$ cat src/rtl/weight_pattern_enum.sv
// Enumerates, in ascending order, every N-bit pattern whose popcount equals a
// requested weight k, one pattern per handshake, flagging the final one.
module weight_pattern_enum #(
    parameter int N = 5,
    parameter int W = 3
) (
    input  logic         clk,
    input  logic         rst_n,
    input  logic         req_valid,
    output logic         req_ready,
    input  logic [W-1:0] req_weight,
    output logic         out_valid,
    input  logic         out_ready,
    output logic [N-1:0] out_pattern,
    output logic         out_last,
    output logic         err
);

    localparam logic [W-1:0] N_W = W'(N);
    localparam logic [N:0]   CNT_ONE = (N+1)'(1);

    typedef enum logic [1:0] {IDLE, SCAN, EMIT} state_t;

    state_t       state_q, state_d;
    logic [N:0]   cnt_q, cnt_d;
    logic [N-1:0] cand_q, cand_d;
    logic         cand_vld_q, cand_vld_d;
    logic [W-1:0] k_q, k_d;
    logic         out_valid_q, out_valid_d;
    logic [N-1:0] out_pattern_q, out_pattern_d;
    logic         out_last_q, out_last_d;
    logic         err_q, err_d;

    logic [W-1:0] cand_weight;
    logic [N-1:0] last_pat;
    logic         hit;
    logic         weight_bad;

    // The candidate is registered before its popcount is compared, so each
    // match costs one pipeline cycle; cnt_q always holds the next candidate.
    always_comb begin
        cand_weight = '0;
        for (int i = 0; i < N; i++) begin
            cand_weight = cand_weight + W'(cand_q[i]);
        end
        last_pat = '0;
        for (int i = 0; i < N; i++) begin
            last_pat[i] = (i >= N - int'(k_q));
        end
        hit        = cand_vld_q && (cand_weight == k_q);
        weight_bad = (req_weight > N_W);
    end

    always_ff @(posedge clk or negedge rst_n) begin
        if (!rst_n) begin
            state_q       <= IDLE;
            cnt_q         <= '0;
            cand_q        <= '0;
            cand_vld_q    <= 1'b0;
            k_q           <= '0;
            out_valid_q   <= 1'b0;
            out_pattern_q <= '0;
            out_last_q    <= 1'b0;
            err_q         <= 1'b0;
        end else begin
            state_q       <= state_d;
            cnt_q         <= cnt_d;
            cand_q        <= cand_d;
            cand_vld_q    <= cand_vld_d;
            k_q           <= k_d;
            out_valid_q   <= out_valid_d;
            out_pattern_q <= out_pattern_d;
            out_last_q    <= out_last_d;
            err_q         <= err_d;
        end
    end

    always_comb begin
        state_d = state_q;
        case (state_q)
            IDLE: if (req_valid && !weight_bad) state_d = SCAN;
            SCAN: if (hit) state_d = EMIT;
            EMIT: if (out_ready) state_d = out_last_q ? IDLE : SCAN;
            default: state_d = IDLE;
        endcase
    end

    always_comb begin
        cnt_d         = cnt_q;
        cand_d        = cand_q;
        cand_vld_d    = cand_vld_q;
        k_d           = k_q;
        out_valid_d   = out_valid_q;
        out_pattern_d = out_pattern_q;
        out_last_d    = out_last_q;
        err_d         = 1'b0;
        case (state_q)
            IDLE: begin
                if (req_valid) begin
                    k_d = req_weight;
                    if (weight_bad) begin
                        err_d = 1'b1;
                    end else begin
                        cnt_d      = '0;
                        cand_vld_d = 1'b0;
                    end
                end
            end
            SCAN: begin
                if (hit) begin
                    out_pattern_d = cand_q;
                    out_last_d    = (cand_q == last_pat);
                    out_valid_d   = 1'b1;
                    cand_vld_d    = 1'b0;
                end else begin
                    cand_d     = cnt_q[N-1:0];
                    cand_vld_d = 1'b1;
                    cnt_d      = cnt_q + CNT_ONE;
                end
            end
            EMIT: begin
                if (out_ready) out_valid_d = 1'b0;
            end
            default: ;
        endcase
    end

    always_comb begin
        req_ready   = (state_q == IDLE);
        out_valid   = out_valid_q;
        out_pattern = out_pattern_q;
        out_last    = out_last_q;
        err         = err_q;
    end

endmodule

$ cat config.mk
export PLATFORM = sky130hd
export DESIGN_NAME = weight_pattern_enum
export DESIGN_NICKNAME = d
export VERILOG_FILES = /design/src/rtl/weight_pattern_enum.sv
export SDC_FILE = /design/constraint.sdc
export NUM_CORES = 1
export LEC_CHECK = 0
export CORE_MARGIN = 5
export CORE_UTILIZATION = 40
export CTS_CLUSTER_DIAMETER = 200
export DETAILED_ROUTE_END_ITERATION = 16
export HOLD_SLACK_MARGIN = 0.1
export PLACE_DENSITY = 0.58
export SLEW_MARGIN = 20
export SYNTH_ARGS = -nofsm -noshare
export SYNTH_HDL_FRONTEND = slang
export SYNTH_SLANG_ARGS = --single-unit
export TNS_END_PERCENT = 20
$ cat constraint.sdc
create_clock -name clk -period 4.05 [get_ports clk]
set_clock_uncertainty 0.2 [all_clocks]
set_input_delay 1.215 -clock clk [delete_from_list [all_inputs] [get_ports clk]]
set_output_delay 1.215 -clock clk [all_outputs]
set_load 0.01 [all_outputs]
Word level (Yosys, flattened, before mapping). Cells that the tools add are included.

Add/sub/neg operators: 6. $lt $le $gt $ge: 6. Eq/ne operators: 10. Multiplexer cells: 19. Bitwise gates (word level): 1. Reductions and logical operators: 13.

Operators with widths (count): 6-bit two-way mux (3); 6-bit one-hot mux with 2 select lines (1); 2-bit inequality test (second input constant) (5); 1-bit two-way mux (9); 3-bit AND reduction (3); 3-bit by 4-bit greater-or-equal comparator with 1-bit output (first input constant) (2); 3-bit by 1-bit adder with 3-bit output (2); 6-bit by 1-bit adder with 6-bit output (second input constant) (1); 2-bit two-way mux (3); 2-bit one-hot mux with 3 select lines (1); 2-bit AND reduction (3); 5-bit == test (1); 1-bit by 4-bit greater-or-equal comparator with 1-bit output (first input constant) (1); 2-bit by 4-bit greater-or-equal comparator with 1-bit output (first input constant) (1); 4-bit greater-or-equal comparator (first input constant) (1); 1-bit one-hot mux with 2 select lines (2); 4-bit AND reduction (1); 2-bit nonzero test (2); 3-bit by 3-bit subtractor with 4-bit output (first input constant) (1); 2-bit by 1-bit adder with 3-bit output (1); 3-bit == test (1); 3-bit > comparator (second input constant) (1); 1-bit by 1-bit adder with 2-bit output (1); 2-bit by 1-bit == test with 1-bit output (second input constant) (1); other kinds (6) (7).

Bits in registers: 25. Word-level logic and storage cells: 64.

Depth between registers and ports, before layout. Gate-level depths: netlist (run 1).

Depth in word-level cells: 8. Depth in mapped cells: 10. Gate-level depth less buffers: 9.

Worst setup path before layout (run 1). No wires, ideal clock.

Kind: register to register. Start: register cand_q[0]. End: register out_pattern_q[0] (netlist: out_pattern[0]). Setup time: 125 ps. Data arrival time: 2522 ps. Required time: 3725 ps. Setup slack: 1203 ps. Stages on the path, launching flop included: 10. Path buffers: 1. Path through: dfrtp_1 inv_1 fa_1 inv_1 fa_1 ha_1 xnor2_1 and4_1 buf_2 mux2_2.

Longest elaborated chain between the ends: 7.

Ends and longest elaborated chain: from (decl) (RTL line 26) `logic [N-1:0] cand_q, cand_d;`; from (signal assigned) (RTL line 68) `cand_q <= cand_d;`; 1-bit by 1-bit adder with 2-bit output (RTL line 44) `cand_weight = cand_weight + W'(cand_q[i]);`; 2-bit by 1-bit adder with 3-bit output (RTL line 44); 3-bit by 1-bit adder with 3-bit output (2 in a row) (RTL line 44); 3-bit == test (RTL line 50) `hit = cand_vld_q && (cand_weight == k_q);`; 1-bit logical AND (RTL line 50); 2-bit AND reduction (no source line); to (signal assigned) (RTL line 72) `out_pattern_q <= out_pattern_d;`; to (decl) (RTL line 30) `logic [N-1:0] out_pattern_q, out_pattern_d;`.

Several ways; a longest one is shown, not always the timed one. A chain may end at the register's enable or synchronous reset.

Worst setup path after layout (run 1).
Start: register cand_q[1]. End: register cand_q[2].

Longest elaborated chain between the ends: 8.

Ends and longest elaborated chain (RTL line): 1-bit by 1-bit adder with 2-bit output (44); 2-bit by 1-bit adder with 3-bit output (44); 3-bit by 1-bit adder with 3-bit output (2 in a row) (44); 3-bit == test (50); 1-bit logical AND (50); 1-bit inverter (no source line); 2-bit AND reduction (no source line).

Every way passes these cells.

==> results.toml, run 1 <==
[status]
run_status = "finished clean"

[worst_setup_path]
crit_family = "adder cells"
timing.critical_path.slowest_stage_cell = "a41oi_2"
cp.buffers_inverters = 2
crit_type = "flop to flop"
crit_required_ps = 4060
cp_slowest_stage_delay_ps = 550
worstPathCellList = "inv_1, fa_1, inv_1, fa_1, ha_1, xnor2_1, a41oi_2, mux2_2"
critPathArrivalTime_ps = 3110
timing.critical_path.from_type = "flop"
crit_path_end_kind = "flop"
critical_path.max_fanout = 13

[grt]
grt_antenna_before_repair = 0
grt_first_pass_wirelength_um = 4146
gr-total-overflow = 0
grt_max_degree = 25
grt.total_usage_pct = 12.48
grt_pass1_vias = 888

[routing]
route.vias.total = 897
post_drt_wl_per_cell_um = 13.12
route.antenna.remaining_nets = 0
drt_first_pass_iters = 4
drc = 0
avgViaCountPerCell = 5.039
initialDrtViolationCount = 51
routed_wire_length_um = 2335

[cells_and_area]
fin_util_pct = 49.63
antennaDiodeCount = 0
area_growth_syn_to_layout_pct = 18.15
number_of_fill_cells_in_the_layout = 283
post_route_cells_drive_above_1_share_pct = 11.19
num-nets-final = 150

[hold_path]
holdCritPathClass = "flop to flop"

[timing]
max_freq_ghz = 0.3224
final.period_utilization_pct = 76.59
worst_slew_margin_rel_pct = 50.37
worst_hold_slack_ps = 289.7
setup-violations-final = 0
worst_pin_slew_ps = 742.8
finalSetupTns_ps = 0
final_hold_viol_count = 0
final_period_minus_worst_setup_slack_ps = 3102
finalMaxSlewViolations = 0
rsz_0062_raised_after_global_routing = "false"

[clocking]
clk_latency_ps = 310
cts.path.max_buffers = 2
cts_buffers = 3
clock_tree.root_cell = "clkbuf_4"
clkSinkCount = 24
clock_tree_from_tritoncts = "built"
clkTransAtPathRegs_ps = 120
holdBufCountCts = 0
cts_repair_resize_count = 0
post-cts-setup-buffers = 0
htree_num_levels = 1

[placed_design]
io_buf_count = 15
place.detailed.hpwl_um = 1795
gp_congestion = 0.7950

[die]
fp.dieW_um = 66.63
die_y_um = 66.63
ios = 16
initial_utilization_pct = 42.01
core_sq_mm = 0.003053
rows = 20
floorplan.die_area_sq_mm = 0.004439

[job]
max-cap-violations = 0

[yosys]
mappedNetlistArea_sq_mm = 0.001282
ys_warn_count = 0
synth.avg_cell_area_sq_um = 11.06
syn_inst = 116
most_frequently_used_flop_master_after_synthesis = "dfrtp_1"
synth-edff-count = 0
post_synthesis_cell_type_count = 32
postSynthNetCount = 131
yosys_register_bits = 24
sequential_element_share_of_the_synthesized_area_pct = 46.83
synth_async_sr_flop_share_pct = 100.0

[power]
leakagePower_nw = 0.6998
worst_ir_drop_vdd_mv = 0.3046
p_total_mw = 1.191
power_density_mw_per_mm2 = 785.8
==> worst paths after layout <==
check	from	end	slack, ps	depth (start not counted)
setup / recovery	cand_q[1]$_DFFE_PN0P_	cand_q[2]$_DFFE_PN0P_	950	8
hold / removal	cnt_q[4]$_DFFE_PN0P_	cnt_q[4]$_DFFE_PN0P_	290	1
setup reg to reg	cand_q[1]$_DFFE_PN0P_	cand_q[2]$_DFFE_PN0P_	950	8
hold reg to reg	cnt_q[4]$_DFFE_PN0P_	cnt_q[4]$_DFFE_PN0P_	290	1
max in group asynchronous	rst_n	out_pattern[2]$_DFFE_PN0P_	2380	2
min in group asynchronous	rst_n	state_q[0]$_DFFE_PN0P_	1040	2
==> final cells by class <==
cell class / instances / area, sq um / area share [%]
Clock buffer: 4 / 36.28 / 2.395
Inverter: 10 / 37.54 / 2.477
Multi-Input combinational cell: 80 / 628.1 / 41.45
Sequential cell: 24 / 600.6 / 39.64
Tap cell: 44 / 55.05 / 3.633
Timing Repair Buffer: 16 / 157.7 / 10.40
==> power by group <==
group	leakage, nW	internal, mW	switching, mW
clock	0.0210	0.0549	0.0696
combinational	0.373	0.312	0.318
sequential	0.306	0.335	0.101
total	0.700	0.702	0.489
==> cell families (layout without fill, tap and decap cells) <==
kind of cell	after synthesis	in the layout	synth area share (%)
compound gates	18	18	9.659
xor+xnor	8	8	5.464
fa+ha+maj	8	8	8.976
buf+inv	12	30	4.195
flops	24	24	46.83
mux	12	12	10.15
simple gates	34	34	14.73
==> cell usage after synthesis, drive strengths merged, types with 4 or more instances <==
cell     n  area share (%)
o21ai    8             3.1
inv     10             2.9
nand2b   4             2.0
mux2     8             7.0
ha       6             5.9
dfrtp   24              47
xnor2    7             4.8
mux2i    4             3.1
nand2   16             4.7
nand4    4             3.1
==> per-layer routing <==
layer | part of all wire [%] | global-route usage [%] | vias to the layer above | wire length [um]
li1 | - | - | 438 | -
met1 | 48 | 16.72 | 444 | 1129
met3 | 2.0 | 2.024 | 4 | 46
met2 | 48 | 19.80 | 11 | 1121
met5 | 0 | 0 | - | 0
met4 | 1.6 | 5.330 | 0 | 38
==> stage by stage <==
stage               cells  area, sq um  setup WS [ps]
detailed placement    174         1479          858.4
global placement      174         1479          905.7
global route          178         1515          749.6
floorplan             116         1282           1203
CTS                   178         1515          932.1
finish                178         1515          948.1
==> state kept, by name, indices dropped and copies added (netlist names) <==
signal and cells:
cand_q 5, cnt_q 5, out_pattern 5, k_q 3, state_q 2, cand_vld_q 1, err 1, out_last 1
out_valid 1
==> cell usage in the layout, fill, tap and decap left out, types with 2 or more instances in the layout <==
cell	Yosys	layout
and3_1	2	2
nor2_1	2	2
ha_1	6	6
clkdlybuf4s50_1	0	15
mux2_2	8	8
clkbuf_4	0	3
inv_1	10	10
a31oi_1	2	2
fa_1	2	2
o21ai_0	8	8
xnor2_1	7	7
dfrtp_1	24	24
mux2i_1	4	4
nand2_1	16	16
nand4_1	3	3
nand2b_1	4	4
No activity file was read; power rests on OpenSTA's default activity.
==> run 2: changes to the inputs <==
- PLACE_DENSITY: 0.58 -> 0.6
- clock period: 4.05 -> 2.85 ns (I/O delays scaled with it)
==> run 2 against run 1 <==
Net effect:
- combinational power rose by 100%
- via count rose by 4.7%
- cell count rose by 6.2%
- first-iteration DRC count fell by 39%
- die area did not move
- clock power rose by 42%
- wire length rose by 11%
- sequential share of layout area fell by 4.2 points
- critical path type unchanged
- critical endpoint is now out_pattern[2]$_DFFE_PN0P_
==> results.toml, run 2 (same netlist as run 1, synthesis figures left out) <==
[power]
clockPowerShare_pct = 8.5
p_total_mw = 2.097
switchingPower_mw = 0.8344
part_of_the_power_in_combinational_logic_pct = 61.3
share_seq_of_total_power_pct = 30.2
power.internal_mw = 1.262
worst_ir_drop_vdd_mv = 0.4955
leakagePower_nw = 0.7795
netSwitchingFraction_pct = 39.79
power_density_mw_per_mm2 = 1238

[hold_path]
holdPathEnd = "cnt_q[4]$_DFFE_PN0P_"
min-delay-start = "cnt_q[4]$_DFFE_PN0P_"
hold_depth = 1
holdCritPathClass = "flop to flop"

[timing]
finalMaxSlewViolations = 0
worst_slew_margin_rel_pct = 79.09
final_period_minus_worst_setup_slack_ps = 2800
rsz_0062_raised_after_global_routing = "true"
worst_pin_slew_ps = 313.6
max_freq_ghz = 0.3571
setup-violations-final = 0
post-route-worst-setup-slack_ps = 49.67
final_hold_viol_count = 0
final.period_utilization_pct = 98.26

[worst_setup_path]
cp.buffers_inverters = 2
timing.critical_path.from_type = "flop"
reg2reg_setup_slack_ps = 50
crit_required_ps = 2860
cp_slowest_stage_delay_ps = 550
critPathArrivalTime_ps = 2810
rr_endpoint = "out_pattern[2]$_DFFE_PN0P_"
critical_path.most_common_cell = "inv_2"
crit_path_end_kind = "flop"
r2r-start = "cand_q[3]$_DFFE_PN0P_"
worstSetupStartpoint = "cand_q[3]$_DFFE_PN0P_"
crit_type = "flop to flop"
worstPathCellList = "inv_2, fa_1, inv_2, fa_2, ha_4, xnor2_4, and4_4, mux2_4"
timing.critical_path.slowest_stage_cell = "fa_1"
crit_family = "adder cells"
reg2regPathDepth = 8
critical_path.max_fanout = 8

[placed_design]
place.detailed.hpwl_um = 1955
io_buf_count = 15
dp_worst_setup_slack_ps = -146.3
gp_congestion = 0.7835
dp_cells = 184
detailed_place.area_sq_mm = 0.001554

[cells_and_area]
antennaDiodeCount = 0
post_route_cells_drive_above_1_share_pct = 24.14
final_design_area_excluding_fillers_sq_mm = 0.001694
area_growth_syn_to_layout_pct = 32.10
layout_commonest_cell = "dfrtp_1"
fin_util_pct = 55.49
instances_no_fill = 189
number_of_fill_cells_in_the_layout = 285
leading_cell_types_in_the_layout_fill_and_taps_excluded = "24 x dfrtp_1, 16 x nand2_1, 15 x clkdlybuf4s50_1"
num-nets-final = 161

[routing]
drc = 0
route.vias.total = 939
route.antenna.remaining_nets = 0
initialDrtViolationCount = 31
routed_wire_length_um = 2582
post_drt_wl_per_cell_um = 13.66
drt_first_pass_iters = 4
avgViaCountPerCell = 4.968

[clocking]
clock_tree_from_tritoncts = "built"
holdBufCountCts = 0
clock_tree.root_cell = "clkbuf_4"
cts.path.max_buffers = 2
clk_latency_ps = 310
clkSinkCount = 24
clkTransAtPathRegs_ps = 130
cts_buffers = 3
htree_num_levels = 1

[die]
floorplan.die_area_sq_mm = 0.004439
fp.dieW_um = 66.63
ios = 16
rows = 20
core_sq_mm = 0.003053
initial_utilization_pct = 42.01
die_y_um = 66.63

[grt]
grt.total_usage_pct = 13.49
grt_antenna_before_repair = 0
grt_first_pass_wirelength_um = 4505
grt_pass1_vias = 975
gr-total-overflow = 0
grt_max_degree = 25

[status]
run_status = "finished clean"

[job]
max-cap-violations = 0
-- run 2: area by class of cell --
cell class              count  area, sq um  area share [%]
multi-input cells          80        720.7           42.54
flip-flops and latches     24        600.6           35.45
repair buffers             27        244.0           14.40
inverters                  10        37.54           2.216
clock buffers               4        36.28           2.142
well taps                  44        55.05           3.250
-- run 2: worst reg2reg max path, cell delays in order, from the launching register on --
cell,delay (ps)
dfrtp_1,380
inv_2,60
fa_1,550
inv_2,40
fa_2,370
ha_4,270
xnor2_4,180
and4_4,340
mux2_4,320
-- run 2: worst max-delay path by stage --
stage | cells after the start | slack [ps] | to
6_report | 8 | 50 | out_pattern[2]$_DFFE_PN0P_
3_5_place_dp | 9 | -150 | out_pattern[3]$_DFFE_PN0P_
2_1_floorplan | 9 | 3 | out_pattern[0]$_DFFE_PN0P_
5_1_grt | 8 | -50 | out_pattern[3]$_DFFE_PN0P_
3_3_place_gp | 9 | -40 | out_pattern[3]$_DFFE_PN0P_
4_1_cts | 9 | 7 | out_pattern[2]$_DFFE_PN0P_
-- run 2: metal layers --
layer | routed length, um | GRT usage [%]
met3 | 47 | 2.024
met5 | 0 | 0
met2 | 1302 | 23.02
met1 | 1196 | 17.31
met4 | 36 | 4.569
-- run 2: what timing repair did --
action / in CTS / in global routing
pin swaps: 2 / 6
resized for setup: 9 / 10
endpoints found under the setup margin: 14 / 7
buffers inserted: 1 / 1
-- run 2: through the flow --
step	TNS, ps	hold WS [ps]
2_1_floorplan	0	239.4
3_3_place_gp	-239.2	261.8
3_5_place_dp	-949.2	274.9
4_1_cts	0	295.4
5_1_grt	-210.1	330.0
6_report	0	293.5
-- run 2: power by group through the flow --
stage	combinational [mW]	sequential (mW)	clock [mW]
floorplan	0.698	0.609	0
global placement	0.996	0.615	0
detailed placement	1.03	0.622	0
CTS	1.25	0.628	0.184
global route	1.41	0.659	0.205
finish	1.29	0.632	0.178
